File: src/rtl/hovalaag_run_pkg.sv
// Shared encodings for the Hovalaag run controller: front-panel modes, FSM states
// and halt_reason codes.
package hovalaag_run_pkg;

   typedef enum logic [1:0] {
      MODE_STOP  = 2'd0,
      MODE_STEP  = 2'd1,
      MODE_BURST = 2'd2,
      MODE_RUN   = 2'd3
   } run_mode_e;

   typedef enum logic [2:0] {
      ST_HALT    = 3'd0,
      ST_RUN_LO  = 3'd1,
      ST_RUN_HI  = 3'd2,
      ST_STEP_HI = 3'd3,
      ST_PAUSE   = 3'd4
   } run_state_e;

   typedef enum logic [2:0] {
      HR_NONE    = 3'd0,
      HR_STOPPED = 3'd1,
      HR_OUT1    = 3'd2,
      HR_BREAK   = 3'd3,
      HR_BURST   = 3'd4
   } halt_reason_e;

endpackage

File: src/rtl/hovalaag_clk_div.sv
// Loadable down-counter that sets the length of each cpu_clk phase; expire is
// high while the count sits at zero.
module hovalaag_clk_div #(
   parameter int DIV_W = 24
) (
   input  logic             clk,
   input  logic             reset,
   input  logic             load,
   input  logic             hold,
   input  logic [DIV_W-1:0] reload,
   output logic             expire
);

   localparam logic [DIV_W-1:0] ONE = DIV_W'(1);

   logic [DIV_W-1:0] cnt_q;
   logic [DIV_W-1:0] cnt_d;

   always_comb begin
      cnt_d = cnt_q;
      if (load) begin
         cnt_d = reload;
      end else if (!hold && cnt_q != '0) begin
         cnt_d = cnt_q - ONE;
      end
   end

   always_ff @(posedge clk) begin
      if (reset) begin
         cnt_q <= reload;
      end else begin
         cnt_q <= cnt_d;
      end
   end

   assign expire = (cnt_q == '0);

endmodule

File: src/rtl/hovalaag_run_ctrl.sv
// Hovalaag CPU clock generator and run-mode controller (stop/step/burst/run, OUT1 pause,
// stall). Define HOVAL_BREAKPOINT_EN to build the PC breakpoint comparators.
module hovalaag_run_ctrl
   import hovalaag_run_pkg::*;
#(
   parameter int DIV_W      = 24,
   parameter int ADDR_W     = 8,
   parameter int NUM_BP     = 2,
   parameter int BURST_W    = 8,
   parameter int TICK_CNT_W = 16
) (
   input  logic                     clk,
   input  logic                     reset,
   input  logic [1:0]               mode,
   input  logic [DIV_W-1:0]         div_reload,
   input  logic                     step_req,
   input  logic [BURST_W-1:0]       burst_len,
   input  logic                     pause_on_out,
   input  logic                     resume,
   input  logic                     stall,
   input  logic                     out_valid,
   input  logic                     out_select,
   input  logic [ADDR_W-1:0]        pc,
   input  logic [NUM_BP*ADDR_W-1:0] bp_addr,
   input  logic [NUM_BP-1:0]        bp_en,
   output logic                     cpu_clk,
   output logic                     cpu_tick,
   output logic                     cpu_tick_d,
   output logic                     running,
   output logic [2:0]               halt_reason,
   output logic [TICK_CNT_W-1:0]    tick_count
);

   localparam logic [BURST_W-1:0]    BURST_ONE = BURST_W'(1);
   localparam logic [TICK_CNT_W-1:0] TICK_ONE  = TICK_CNT_W'(1);

   run_mode_e             mode_e;
   run_state_e            state_q, state_d;
   halt_reason_e          halt_reason_q, halt_reason_d;
   logic                  cpu_clk_q, cpu_clk_d;
   logic                  tick_q, tick_d;
   logic                  tick_dly_q;
   logic [TICK_CNT_W-1:0] tick_count_q, tick_count_d;
   logic [BURST_W-1:0]    burst_cnt_q, burst_cnt_d;
   logic                  step_prev_q;
   logic                  pause_pend_q, pause_pend_d;
   logic                  bp_hold_q, bp_hold_d;
   logic                  bp_skip_q, bp_skip_d;
   logic                  step_edge, pause_trig, pause_hit, bp_hit;
   logic                  rise, fall, div_load, div_hold, div_expire;

   assign mode_e     = run_mode_e'(mode);
   assign step_edge  = step_req && !step_prev_q;
   assign pause_trig = out_valid && !out_select && pause_on_out;
   assign pause_hit  = pause_trig || pause_pend_q;

`ifdef HOVAL_BREAKPOINT_EN
   logic bp_match;

   always_comb begin
      bp_match = 1'b0;
      for (int i = 0; i < NUM_BP; i++) begin
         if (bp_en[i] && pc == bp_addr[i*ADDR_W +: ADDR_W]) bp_match = 1'b1;
      end
   end

   // The tick that resumes from a breakpoint must not re-hit the same address.
   assign bp_hit = bp_match && !bp_skip_q;
`else
   logic unused_bp;
   assign unused_bp = ^{pc, bp_addr, bp_en};
   assign bp_hit    = 1'b0;
`endif

   hovalaag_clk_div #(.DIV_W(DIV_W)) u_div (
      .clk    (clk),
      .reset  (reset),
      .load   (div_load),
      .hold   (div_hold),
      .reload (div_reload),
      .expire (div_expire)
   );

   always_comb begin
      // NOTE: every variable gets a default before the case so no path infers a latch.
      state_d       = state_q;
      halt_reason_d = halt_reason_q;
      cpu_clk_d     = cpu_clk_q;
      tick_d        = 1'b0;
      tick_count_d  = tick_count_q;
      burst_cnt_d   = burst_cnt_q;
      pause_pend_d  = pause_pend_q;
      bp_hold_d     = bp_hold_q;
      bp_skip_d     = bp_skip_q;
      div_load      = 1'b0;
      div_hold      = 1'b0;
      rise          = 1'b0;
      fall          = 1'b0;

      case (state_q)
         ST_HALT: begin
            div_load = 1'b1;
            if (mode_e == MODE_RUN) begin
               if (bp_hold_q) begin
                  if (step_edge && !stall) begin
                     rise      = 1'b1;
                     state_d   = ST_RUN_HI;
                     bp_hold_d = 1'b0;
                  end
               end else begin
                  div_load = 1'b0;
                  div_hold = stall;
                  if (div_expire && !stall) begin
                     rise    = 1'b1;
                     state_d = ST_RUN_HI;
                  end
               end
            end else begin
               bp_hold_d = 1'b0;
               if (mode_e == MODE_STEP && step_edge && !stall) begin
                  rise    = 1'b1;
                  state_d = ST_STEP_HI;
               end else if (mode_e == MODE_BURST && step_edge && !stall && burst_len != '0) begin
                  rise        = 1'b1;
                  state_d     = ST_RUN_HI;
                  burst_cnt_d = burst_len - BURST_ONE;
               end
            end
         end

         ST_RUN_LO: begin
            div_hold = stall;
            if (mode_e != MODE_RUN && mode_e != MODE_BURST) begin
               state_d       = ST_HALT;
               halt_reason_d = HR_STOPPED;
            end else if (pause_hit) begin
               state_d       = ST_PAUSE;
               halt_reason_d = HR_OUT1;
            end else if (div_expire && !stall) begin
               rise    = 1'b1;
               state_d = ST_RUN_HI;
               if (mode_e == MODE_BURST) burst_cnt_d = burst_cnt_q - BURST_ONE;
            end
         end

         ST_RUN_HI, ST_STEP_HI: begin
            if (state_q == ST_STEP_HI || div_expire) begin
               fall = 1'b1;
               if (bp_hit) begin
                  state_d       = ST_HALT;
                  halt_reason_d = HR_BREAK;
                  bp_hold_d     = 1'b1;
                  bp_skip_d     = 1'b1;
               end else begin
                  bp_skip_d = 1'b0;
                  if (pause_hit) begin
                     state_d       = ST_PAUSE;
                     halt_reason_d = HR_OUT1;
                  end else if (state_q == ST_STEP_HI) begin
                     state_d       = ST_HALT;
                     halt_reason_d = HR_STOPPED;
                  end else if (mode_e == MODE_RUN) begin
                     state_d = ST_RUN_LO;
                  end else if (mode_e == MODE_BURST && burst_cnt_q != '0) begin
                     state_d = ST_RUN_LO;
                  end else if (mode_e == MODE_BURST) begin
                     state_d       = ST_HALT;
                     halt_reason_d = HR_BURST;
                  end else begin
                     state_d       = ST_HALT;
                     halt_reason_d = HR_STOPPED;
                  end
               end
            end
         end

         ST_PAUSE: begin
            div_load = 1'b1;
            if (resume && !pause_trig) begin
               if (mode_e == MODE_RUN || mode_e == MODE_BURST) begin
                  state_d = ST_RUN_LO;
               end else begin
                  state_d       = ST_HALT;
                  halt_reason_d = HR_STOPPED;
               end
            end
         end

         default: begin
            state_d       = ST_HALT;
            halt_reason_d = HR_STOPPED;
            cpu_clk_d     = 1'b0;
         end
      endcase

      if (rise) begin
         cpu_clk_d     = 1'b1;
         tick_d        = 1'b1;
         tick_count_d  = tick_count_q + TICK_ONE;
         halt_reason_d = HR_NONE;
      end
      if (fall) cpu_clk_d = 1'b0;
      if (rise || fall) div_load = 1'b1;

      // A pause request raised mid-high-phase is remembered until that phase ends.
      if (state_d == ST_PAUSE || state_d == ST_HALT) begin
         pause_pend_d = 1'b0;
      end else if (pause_trig) begin
         pause_pend_d = 1'b1;
      end
   end

   always_ff @(posedge clk) begin
      if (reset) begin
         state_q       <= ST_HALT;
         halt_reason_q <= HR_STOPPED;
         cpu_clk_q     <= 1'b0;
         tick_q        <= 1'b0;
         tick_dly_q    <= 1'b0;
         tick_count_q  <= '0;
         burst_cnt_q   <= '0;
         step_prev_q   <= step_req;
         pause_pend_q  <= 1'b0;
         bp_hold_q     <= 1'b0;
         bp_skip_q     <= 1'b0;
      end else begin
         state_q       <= state_d;
         halt_reason_q <= halt_reason_d;
         cpu_clk_q     <= cpu_clk_d;
         tick_q        <= tick_d;
         tick_dly_q    <= tick_q;
         tick_count_q  <= tick_count_d;
         burst_cnt_q   <= burst_cnt_d;
         step_prev_q   <= step_req;
         pause_pend_q  <= pause_pend_d;
         bp_hold_q     <= bp_hold_d;
         bp_skip_q     <= bp_skip_d;
      end
   end

   assign cpu_clk     = cpu_clk_q;
   assign cpu_tick    = tick_q;
   assign cpu_tick_d  = tick_dly_q;
   assign running     = (state_q == ST_RUN_LO) || (state_q == ST_RUN_HI);
   assign halt_reason = halt_reason_q;
   assign tick_count  = tick_count_q;

endmodule

File: config.mk
export PLATFORM = sky130hd
export DESIGN_NAME = hovalaag_run_ctrl
export DESIGN_NICKNAME = d
export VERILOG_FILES = /design/src/rtl/hovalaag_run_pkg.sv /design/src/rtl/hovalaag_clk_div.sv /design/src/rtl/hovalaag_run_ctrl.sv
export SDC_FILE = /design/constraint.sdc
export NUM_CORES = 1
export LEC_CHECK = 0
export ABC_AREA = 1
export CORE_UTILIZATION = 43
export CTS_CLUSTER_SIZE = 12
export DETAILED_ROUTE_END_ITERATION = 12
export PLACE_DENSITY = 0.71
export SLEW_MARGIN = 20
export SYNTH_ARGS = -nofsm -noshare
export SYNTH_HDL_FRONTEND = slang
export SYNTH_HIERARCHICAL = 1
export SYNTH_SLANG_ARGS = --single-unit
File: constraint.sdc
create_clock -name clk -period 6.94 [get_ports clk]
set_input_delay 1.041 -clock clk [delete_from_list [all_inputs] [get_ports clk]]
set_output_delay 1.041 -clock clk [all_outputs]
set_load 0.05 [all_outputs]
== Word-level counts from Yosys, hierarchy flattened ==
Index checks and enable logic that the tools add are counted.

* Bits in registers: 60
* Output and inout bits: 23
* Logic and storage cells: 152

* $add $sub $neg: 4
* Bitwise operators: 1
* Mux-type cells: 63
* Eq/ne operators: 31
* Reduce and logical (&&, ||, !) cells: 41

{| class="wikitable"
|+ Operators by type and width
! operator !! count
|-
| 24-bit 2-to-1 mux || 3
|-
| 3-bit 2-to-1 mux || 21
|-
| 8-bit 2-to-1 mux || 7
|-
| 1-bit 2-to-1 mux || 26
|-
| 2-bit != test (second input constant) || 13
|-
| 24-bit logical NOT || 1
|-
| 3-bit one-hot mux with 4 select lines || 2
|-
| 24-bit nonzero test || 1
|-
| 24-bit by 1-bit subtractor with 24-bit output (second input constant) || 1
|-
| 16-bit by 1-bit adder with 16-bit output (second input constant) || 1
|-
| 8-bit one-hot mux with 2 select lines || 1
|-
| 8-bit nonzero test || 2
|-
| 8-bit by 1-bit subtractor with 8-bit output (second input constant) || 2
|-
| 1-bit logical AND || 14
|-
| 7-bit AND reduction || 2
|-
| 3-bit != test (second input constant) || 4
|-
| 4-bit != test (second input constant) || 3
|-
| 5-bit != test (second input constant) || 2
|-
| 8-bit AND reduction || 1
|-
| 2-bit OR reduction || 4
|-
| 3-bit by 2-bit == test with 1-bit output (second input constant) || 2
|-
| 3-bit == test (second input constant) || 2
|-
| 3-bit logical NOT || 2
|-
| 1-bit logical OR || 6
|-
| 10 further kinds || 17
|}

== Depth between registers and ports, before layout ==
* Word-level depth: 13
* Depth in mapped cells: 21
* Gate-level depth less buffers: 18

== By module ==
The synthesis kept the hierarchy.

{| class="wikitable"
|+ By module, submodules not included
! module !! area each (um^2) !! sequential area each (um^2) !! cells an instance !! instances
|-
| hovalaag_run_ctrl || 2,331.0 || 720.7 || 372 || 1
|-
| hovalaag_clk_div || 1,771.7 || 720.7 || 223 || 1
|}

== Worst setup path after synthesis ==
OpenSTA, ideal clock, no wires.

* Path type: input to register
* From: in out_select
* To: reg u_div.cnt_q[0] (enable)
* Cell stages on the path: 13
* Slack: 3.513 ns
* Data arrival time: 3.019 ns
* Library setup time: 0.408 ns
* Path through: inv_1 > nand3_1 > nand2_1 > nor2_4 > nand2_2 > nand3_2 > buf_6 > inv_1 > o211ai_1 > nor2_1 > buf_2 > buf_2 > o21ai_1

* Cells in the longest elaborated chain, start to end: 10

{| class="wikitable"
|+ Ends and longest elaborated chain
! element !! line !! source
|-
| start: declaration || hovalaag_run_ctrl.sv:22 || <nowiki>input logic out_select,</nowiki>
|-
| 1-bit logical NOT || hovalaag_run_ctrl.sv:54 || <nowiki>assign pause_trig = out_valid && !out_select && pause_on_out;</nowiki>
|-
| 1-bit logical AND (2 in series) || hovalaag_run_ctrl.sv:54 ||
|-
| 1-bit logical OR || hovalaag_run_ctrl.sv:55 || <nowiki>assign pause_hit = pause_trig || pause_pend_q;</nowiki>
|-
| 1-bit 2-to-1 mux || hovalaag_run_ctrl.sv:136 || <nowiki>end else if (pause_hit) begin</nowiki>
|-
| 1-bit 2-to-1 mux || hovalaag_run_ctrl.sv:133 || <nowiki>if (mode_e != MODE_RUN && mode_e != MODE_BURST) begin</nowiki>
|-
| 1-bit one-hot mux with 2 select lines || hovalaag_run_ctrl.sv:100 || <nowiki>case (state_q)</nowiki>
|-
| 1-bit logical OR || hovalaag_run_ctrl.sv:203 || <nowiki>if (rise || fall) div_load = 1'b1;</nowiki>
|-
| 1-bit 2-to-1 mux || hovalaag_run_ctrl.sv:203 ||
|-
| named net div_load || hovalaag_run_ctrl.sv:50 || <nowiki>logic rise, fall, div_load, div_hold, div_expire;</nowiki>
|-
| 3-bit nonzero test (no source line) || -- ||
|-
| end signal: assignment || hovalaag_clk_div.sv:30 || <nowiki>cnt_q <= reload;</nowiki>
|-
| end signal: assignment || hovalaag_clk_div.sv:32 || <nowiki>cnt_q <= cnt_d;</nowiki>
|-
| end: declaration || hovalaag_clk_div.sv:16 || <nowiki>logic [DIV_W-1:0] cnt_q;</nowiki>
|}

The timed path passes the listed nets, and every way through them passes these cells.
A chain may end at the register's enable or synchronous reset.

== Worst setup path in the final report ==
* From: in mode[1]
* To: reg u_div.cnt_q[14] (data pin)

* Cells in the longest elaborated chain, start to end: 12
* Elaborated cells between the ends (all ways): 22
* Those cells by class: eq/ne (5); mux (10); reduce/logical (7)

{| class="wikitable"
|+ Ends and longest elaborated chain
! element !! line !! source
|-
| start: declaration || hovalaag_run_ctrl.sv:14 || <nowiki>input logic [1:0] mode,</nowiki>
|-
| 2-bit == test || hovalaag_run_ctrl.sv:123 || <nowiki>end else if (mode_e == MODE_BURST && step_edge && !stall && burst_len != '0) begin</nowiki>
|-
| 1-bit logical AND (3 in series) || hovalaag_run_ctrl.sv:123 ||
|-
| 1-bit 2-to-1 mux || hovalaag_run_ctrl.sv:123 ||
|-
| 1-bit 2-to-1 mux || hovalaag_run_ctrl.sv:120 || <nowiki>if (mode_e == MODE_STEP && step_edge && !stall) begin</nowiki>
|-
| 1-bit 2-to-1 mux || hovalaag_run_ctrl.sv:103 || <nowiki>if (mode_e == MODE_RUN) begin</nowiki>
|-
| 1-bit one-hot mux with 2 select lines || hovalaag_run_ctrl.sv:100 ||
|-
| 1-bit logical OR || hovalaag_run_ctrl.sv:203 ||
|-
| 1-bit 2-to-1 mux (*) || hovalaag_run_ctrl.sv:203 ||
|-
| named net div_load || hovalaag_run_ctrl.sv:50 ||
|-
| 24-bit 2-to-1 mux (*) || hovalaag_clk_div.sv:21 || <nowiki>if (load) begin</nowiki>
|-
| 24-bit 2-to-1 mux (*) || hovalaag_clk_div.sv:29 || <nowiki>if (reset) begin</nowiki>
|}

The timed path passes the listed nets; every way through them passes the cells marked *.

==> results.toml <==
[route]
firstDrtPassIters = 5
wire_per_inst_um = 12.7
wirelength_um = 10100
num_vias = 4019
vias_per_cell = 5.07
drc = 0
drt-initial-drc-count = 218
ant_nets = 0

[pwr]
irDropWorstVdd_uv = 114
leakage_nw = 2.14
p_total_w = 0.000875
p_per_area_nw_per_um2 = 174

[placed_design]
dpl.cell_count = 776
port_buffers = 64
place_area_um2 = 4840
place_congestion = 0.934
hpwlAfterDp_um = 7410

[cts]
hold_buffers = 0
root_buffer = "clkbuf_8"
clk_latency_ns = 0.35
cts_tree = "yes"
clk_pin_slew_ns = 0.07
clockBufferDepth = 2
htreeDepth = 3
tritoncts.num_buffers = 9
cts.sinks = 60
cts.repair.resized = 0
cts_setup_buffers = 0

[yosys]
syn_avg_cell_area_um2 = 6.90
synth_top_area_share_pct = 17.6
ys_seq_area_share_pct = 35.1
synth_area_um2 = 4100
yosys.area.top_type = "dfxtp_1"
netlist_instances = 595
ys_types = 40
ys_ff_latch = 60
synth.net_count = 667
yosys_warnings = 6
synth.area.top_cells = "dfxtp_1 18%, edfxtp_1 18%, nand2_1 13%, nor2_1 7.6%, inv_1 6.5%"

[floorplan]
rows = 35
start_util_pct = 44.4
pin_count = 91
dieHeight_um = 99.7
die_area_um2 = 9940
die_w_um = 99.7
core_area_um2 = 9240

[sta]
rsz0062_at_grt = "no"
holdWs_ns = 0.430
tightest_slew_ns = 0.546
totalNegativeSetupSlack_ns = 0
drv_slew = 0
setup_viol = 0
fmax_ghz = 0.244
fin_skew_ns = 0.0106
final_hold_viol_count = 0
slew_headroom_pct = 63.6
finalWorstPathRequiredPeriod_ns = 4.09
fin_crit_sh_pct = 59.0

[cells_and_area]
drive_gt1_share_pct = 10.6
instances_no_fill = 792
nets = 730
areaGrowthSynthToFinish_pct = 22.7
fin_area_um2 = 5030
diodes = 0
fillers = 931

[global_routing]
antenna_found_initial = 0
grt_pass1_wl_um = 17100
grt_pass1_vias = 3837
track_usage_pct = 21.5
grt_max_degree = 30
overflow = 0

[min_path]
min-delay-start = "cpu_tick"
hp-class = "flip-flop to flip-flop"

[run_status]
status = "finished clean"

[worst_setup_path]
critPathLaunch = "mode[1]"
critPathRequiredTime_ns = 7.02
worstSetupEndpointType = "flip-flop"
cpPeakStageDelay_ns = 0.55
critPathMaxFanout = 29
r2r-start = "u_div/cnt_q[10]"
path_cells = "clkdlybuf4s50_1, nand2_1, nor2_1, nand2_1, nand3_1, nand2_1, nand3_2, inv_1, o211ai_1, nor2_2, buf_4, inv_1, nand2_1, o21ai_1"
critPathLaunchType = "primary input"
worstPathArrival_ns = 4.17
crit_top_cell = "nand2_1"
critical-path-slowest-cell = "clkdlybuf4s50_1"
setup.worst_path.class = "primary input to flip-flop"

[job]
cap_viol_max_count = 0
==> cell families after synthesis <==
family,count (synthesis),synth area share (%)
xor gates and xnor gates,20,4.27
buffers and inverters,92,9.39
AOI/OAI and AO/OA,70,9.33
adders and majority gates,4,1.22
and+or+nand+nor,349,40.7
DFF,60,35.1
==> area by class of cell <==
type | count | area [µm²] | area share, %
timing repair buffer | 67 | 663 | 13.2
clock buffer | 14 | 163 | 3.23
tap | 129 | 161 | 3.21
clock inverter | 2 | 35.0 | 0.696
sequential | 60 | 1440 | 28.6
inverter | 77 | 289 | 5.74
multi-input combinational | 443 | 2280 | 45.3
==> power breakdown <==
part	internal (W)	leakage, nW	switching, W
clock	0.000186	0.101	0.000142
sequential	0.000388	0.545	0.0000178
combinational	0.0000589	1.49	0.0000828
==> routing by layer <==
metal  part of all wire [%]  GRT usage [%]
met5                      0              0
met4                    1.8           9.05
met3                    6.2           5.27
met2                     47           36.5
met1                     45           25.9
==> per-stage QoR <==
| stage | worst slack (ns) | util, % |
|---|---|---|
| after floorplan | 3.51 | - |
| after global placement | 2.49 | 52.3 |
| final | 2.85 | 54.5 |
| after detailed placement | 2.51 | 52.3 |
| after CTS | 2.89 | 54.5 |
| after global routing | 2.45 | 54.5 |
==> state kept, by name, indices dropped and copies added (netlist names) <==
signal,cells
burst_cnt_q,8
cpu_clk,1
cpu_tick_d,1
step_prev_q,1
bp_hold_q,1
state_q,3
tick_count,16
halt_reason,3
pause_pend_q,1
cpu_tick,1
u_div/cnt_q,24
==> cells in the final DEF, fill, tap and decap left out, types with 7 or more instances in the layout <==
cell / n
nor2_2: 12
a21oi_1: 27
clkbuf_8: 11
nand2_1: 137
nand2_2: 13
o21ai_0: 14
nand4_1: 23
edfxtp_1: 24
o21ai_1: 15
dfxtp_1: 36
nand3_1: 47
xor2_1: 17
nor2_1: 82
inv_1: 71
clkdlybuf4s50_1: 64
nor2_4: 7
nor3_1: 8
==> synth_stat cells, drive strengths merged <==
cell	count
clkbuf	4
nand3	49
xor2	17
edfxtp	24
dfxtp	36
or2	7
nand2	153
o21bai	2
and2	1
xnor2	3
nand4	23
nand3b	4
o211ai	1
o21ai	31
a21oi	29
a2111oi	1
clkinv	1
a31oi	3
inv	76
o22ai	1
buf	11
nor3	8
a21boi	2
nor2	104
ha	4
==> worst paths after layout <==
| check | endpoint | slack, ns | cells after the start |
|---|---|---|---|
| worst min-delay path | cpu_tick_d | 0.43 | 2 |
| worst min register to register | cpu_tick_d | 0.43 | 2 |
| worst max register to register | u_div/cnt_q[13] | 3.10 | 17 |
| worst max-delay path | u_div/cnt_q[14] | 2.85 | 14 |
==> critical path, delay by kind of cell <==
kind / cells / cell delay [ns]
and+or+nand+nor: 8 / 1.51
buffers and inverters: 4 / 1.43
AOI/OAI and AO/OA: 2 / 0.20
(Power assumes the default switching activity.)
